===== src/rtl/branch_ctrl.sv =====
// Branch and wait controller feeding the pico-MIPS program counter.
// Holds ALU flags, decodes relative branches, and debounces the wait switch.
module branch_ctrl #(
    parameter int AddrSz   = 6,
    parameter int DbCycles = 4
) (
    input  logic              clk,
    input  logic              n_reset,
    input  logic [2:0]        br_op,
    input  logic [AddrSz-1:0] imm,
    input  logic              flag_we,
    input  logic              alu_z,
    input  logic              alu_n,
    input  logic              sw_in,
    output logic              rel_branch,
    output logic [AddrSz-1:0] offset,
    output logic              sw_db
);

    localparam int CntW = (DbCycles > 1) ? $clog2(DbCycles) : 1;
    localparam logic [CntW-1:0] CntMax = CntW'(DbCycles - 1);

    typedef enum logic [2:0] {
        OP_NONE  = 3'd0,
        OP_BEQ   = 3'd1,
        OP_BNE   = 3'd2,
        OP_BLT   = 3'd3,
        OP_BRA   = 3'd4,
        OP_WAITH = 3'd5,
        OP_WAITL = 3'd6,
        OP_RSVD  = 3'd7
    } br_op_e;

    logic            r_z;
    logic            r_n;
    logic            r_s1;
    logic            r_s2;
    logic [CntW-1:0] r_cnt;
    logic            r_sw_db;

    logic            w_taken;
    logic            w_hold;

    always_ff @(posedge clk or negedge n_reset) begin
        if (!n_reset) begin
            r_z <= 1'b0;
            r_n <= 1'b0;
        end else if (flag_we) begin
            r_z <= alu_z;
            r_n <= alu_n;
        end
    end

    // Any return of s2 to the accepted level before the count completes restarts it.
    always_ff @(posedge clk or negedge n_reset) begin
        if (!n_reset) begin
            r_s1    <= 1'b0;
            r_s2    <= 1'b0;
            r_cnt   <= '0;
            r_sw_db <= 1'b0;
        end else begin
            r_s1 <= sw_in;
            r_s2 <= r_s1;
            if (r_s2 == r_sw_db) begin
                r_cnt <= '0;
            end else if (r_cnt == CntMax) begin
                r_sw_db <= r_s2;
                r_cnt   <= '0;
            end else begin
                r_cnt <= r_cnt + 1'b1;
            end
        end
    end

    always_comb begin
        w_taken = 1'b0;
        w_hold  = 1'b0;
        case (br_op_e'(br_op))
            OP_BEQ:   w_taken = r_z;
            OP_BNE:   w_taken = !r_z;
            OP_BLT:   w_taken = r_n;
            OP_BRA:   w_taken = 1'b1;
            OP_WAITH: w_hold  = !r_sw_db;
            OP_WAITL: w_hold  = r_sw_db;
            default: begin
                w_taken = 1'b0;
                w_hold  = 1'b0;
            end
        endcase
    end

    // A wait is a branch-to-self: rel_branch with a zero offset.
    assign rel_branch = w_taken | w_hold;
    assign offset     = w_taken ? imm : '0;
    assign sw_db      = r_sw_db;

endmodule

===== config.mk =====
export PLATFORM = sky130hd
export DESIGN_NAME = branch_ctrl
export DESIGN_NICKNAME = d
export VERILOG_FILES = /design/src/rtl/branch_ctrl.sv
export SDC_FILE = /design/constraint.sdc
export NUM_CORES = 1
export LEC_CHECK = 0
export CORE_AREA = 2 2 39 41
export DETAILED_ROUTE_END_ITERATION = 7
export DIE_AREA = 0 0 41 43
export PLACE_DENSITY = 0.72
export SLEW_MARGIN = 5
export SYNTH_ARGS = -nofsm -noshare
export SYNTH_HDL_FRONTEND = slang
export SYNTH_SLANG_ARGS = --single-unit

===== constraint.sdc =====
create_clock -name clk -period 2.4 [get_ports clk]
set_clock_uncertainty 0.15 [all_clocks]
set_input_delay 0.48 -clock clk [delete_from_list [all_inputs] [get_ports clk]]
set_output_delay 0.48 -clock clk [all_outputs]
set_load 0.05 [all_outputs]

==> metrics.yaml <==
setup_path:
  crit_required_ps: 1770
  cp_cell_sequence: "dlygate4sd2_1 -> nand2b_1 -> o2111ai_4 -> a21boi_2 -> buf_4 -> buf_12"
  cp-end-kind: "output pin"
  setup.worst_path.class: "in2out"
  crit_slowest_cell: "dlygate4sd2_1"
  max_stage_delay_ps: 320
  crit_fanout: 6
  critPathArrivalTime_ps: 1640
  cp-start-kind: "input pin"
grt:
  overflow: 0
  grt_pass1_vias: 322
  grt_max_degree: 8
  grt_antenna_before_repair: 0
  grt_pass1_wl_mm: 1.36
  track_usage_pct: 11.6
clock_network:
  htree_levels: 1
  clockBufferDepth: 2
  numCtsBuffers: 3
  clkSlewWorstSetupHoldPaths_ps: 50
  cts_tree: "yes"
  clk_latency_ps: 240
  hold_buffers: 0
  clock_sinks: 7
  ctsRootBufferMaster: "clkbuf_4"
pwr:
  p_leak_nw: 0.344
  p_sw_mw: 0.183
  internal-power_mw: 0.330
  clock_power_share_pct: 19.7
  p_comb_share_pct: 48.1
  swShare_pct: 35.7
  p_per_area_nw_per_um2: 647
  ir_drop_uv: 431
  power_frac_seq_pct: 32.2
run:
  maxCapViolations: 0
run_status:
  status: "complete, no violations"
die:
  die_height_um: 43
  fp-row-count: 14
  initial_core_util_pct: 26.6
  die_area_um2: 1760
  ios: 23
  coreArea_um2: 1380
  die_w_um: 41
logic_synthesis:
  ys_seq_area_share_pct: 47.6
  synth-seq-cells: 7
  ys_types: 16
  postSynthCellCount: 33
  syn-num-nets: 49
  netlist_area_um2: 368
  yosysWarnings: 0
  avgSynthCellArea_um2: 11.1
timing:
  hold_ws_ps: 214
  grt_setup_unrepaired: "no"
  period_minus_slack_ps: 2270
  max_slew_margin_pct: 67.6
  fmax_ghz: 0.440
  fin_crit_sh_pct: 94.8
  maxSlewViolCount: 0
  tightest_slew_ps: 485
  finalSetupViolations: 0
  finalHoldViolations: 0
place:
  place_hpwl_um: 713
  port_buffers: 22
  gp_congestion: 0.608
detailed_routing:
  wl_per_cell_um: 10.6
  drt_iter0_markers: 6
  dr.pass1.iters: 4
  drc: 0
  met2WireLength_um: 460
  final_antenna_net_count: 0
  dr_total_vias: 366
  top_layer: "met3"
  wl_met1_um: 342
  finalWirelength_um: 849
  vias_per_cell: 4.58
  routed-wl-met3_um: 46
final_layout:
  fin_util_pct: 57.3
  area_growth_pct: 116
  antenna_cells: 0
  nFillCells: 111
  drive_gt1_share_pct: 42.2
  fin_nets: 81
hold_path:
  hold_path.class: "reg2reg"
-- flip-flops by register name (all words and copies together), names as in the netlist --
register,cells
r_cnt,2
r_n,1
r_s1,1
r_s2,1
r_z,1
sw_db,1
-- per-layer routing --
layer	vias up	global-route usage, %
li1	187	-
met3	0	4.71
met4	0	6.00
met1	169	13.3
met2	10	17.5
met5	-	0
-- cell usage after synthesis, drive strengths merged --
cell type  n  area, um^2
a21boi     6        45.0
o21ai      3        15.0
a32oi      1        16.3
mux2       3        33.8
ha         1        12.5
nand2      1        3.75
nor2b      1        6.26
a21oi      1        5.00
inv        2        7.51
nand3      1        5.00
xnor2      1        8.76
dfrtp      7         175
o2111ai    1        15.0
nor3       1        5.00
nand2b     1        6.26
nor2       2        7.51
-- final timing paths --
check | startpoint | to | slack [ps] | depth (start not counted)
worst max-delay path | br_op[0] | offset[4] | 130 | 6
worst min-delay path | r_s1 | r_s2 | 210 | 0
worst max register to register | r_cnt[0] | sw_db | 1280 | 2
worst min register to register | r_s1 | r_s2 | 210 | 0
max in group asynchronous | n_reset | r_n | 1530 | 1
min in group asynchronous | n_reset | r_z | 340 | 1
-- logic make-up (layout without fill, tap and decap cells) --
| logic type | Yosys count | after routing | synth area share (%) |
|---|---|---|---|
| AOI/OAI and AO/OA | 12 | 12 | 26.2 |
| xor gates and xnor gates | 1 | 1 | 2.38 |
| adders and majority gates | 1 | 1 | 3.40 |
| buffers and inverters | 2 | 33 | 2.04 |
| DFF | 7 | 7 | 47.6 |
| muxes | 3 | 3 | 9.18 |
| and+or+nand+nor | 7 | 7 | 9.18 |
-- area by class of cell --
type / instances / area (um^2) / share of cell area (%)
multi-input cells: 24 / 229 / 28.9
inverters: 2 / 7.51 / 0.946
well taps: 16 / 20.0 / 2.52
flip-flops and latches: 7 / 175 / 22.1
clock buffers: 4 / 26.3 / 3.31
repair buffers: 27 / 335 / 42.3
-- metrics by stage --
step | setup TNS (ps) | setup WS (ps) | cells | instance area [um^2] | total power [mW]
4_1_cts | -104 | -52.6 | 79 | 752 | 0.516
6_report | 0 | 126 | 80 | 793 | 0.513
5_1_grt | 0 | 80.8 | 80 | 793 | 0.549
2_1_floorplan | -784 | -131 | 33 | 368 | 0.290
3_5_place_dp | -770 | -150 | 74 | 701 | 0.402
3_3_place_gp | -496 | -97.8 | 74 | 701 | 0.398
-- power by group through the flow --
stage               clock (mW)  sequential [mW]  combinational, mW
detailed placement           0            0.168              0.234
global placement             0            0.167              0.231
global route             0.117            0.169              0.263
CTS                      0.108            0.166              0.242
finish                   0.101            0.165              0.247
floorplan                    0            0.194             0.0960
-- cell usage in the layout (no fill, tap or decap) --
cell,synthesis,routed
inv_1,2,2
o2111ai_4,0,1
mux2_2,3,3
dfrtp_1,7,7
ha_1,1,1
nand2b_1,1,1
buf_12,0,7
o21ai_0,3,2
nor2_2,0,1
clkbuf_4,0,3
a21boi_4,0,1
a32oi_2,1,1
buf_6,0,1
buf_4,0,4
o21ai_1,0,1
clkbuf_1,0,1
a21boi_2,0,5
nor3_1,1,1
nor2b_1,1,1
nand3_1,1,1
dlymetal6s2s_1,0,2
a21oi_1,1,1
dlygate4sd2_1,0,1
nand2_1,1,1
xnor2_1,1,1
clkdlybuf4s50_1,0,12
nor2_1,2,1
-- critical path: cells and delay by family --
family | cells | cell delay, ps
and+or+nand+nor | 1 | 160
AOI/OAI and AO/OA | 2 | 430
buffers and inverters | 3 | 570
-- timing repair --
action                                  4_1_cts  5_1_grt
resized for setup                            10       10
buffers inserted                              1        1
pin swaps                                     1        2
gates cloned                                  0        0
endpoints found under the setup margin        6        7
Note: power is estimated with default switching activity, not from simulation.
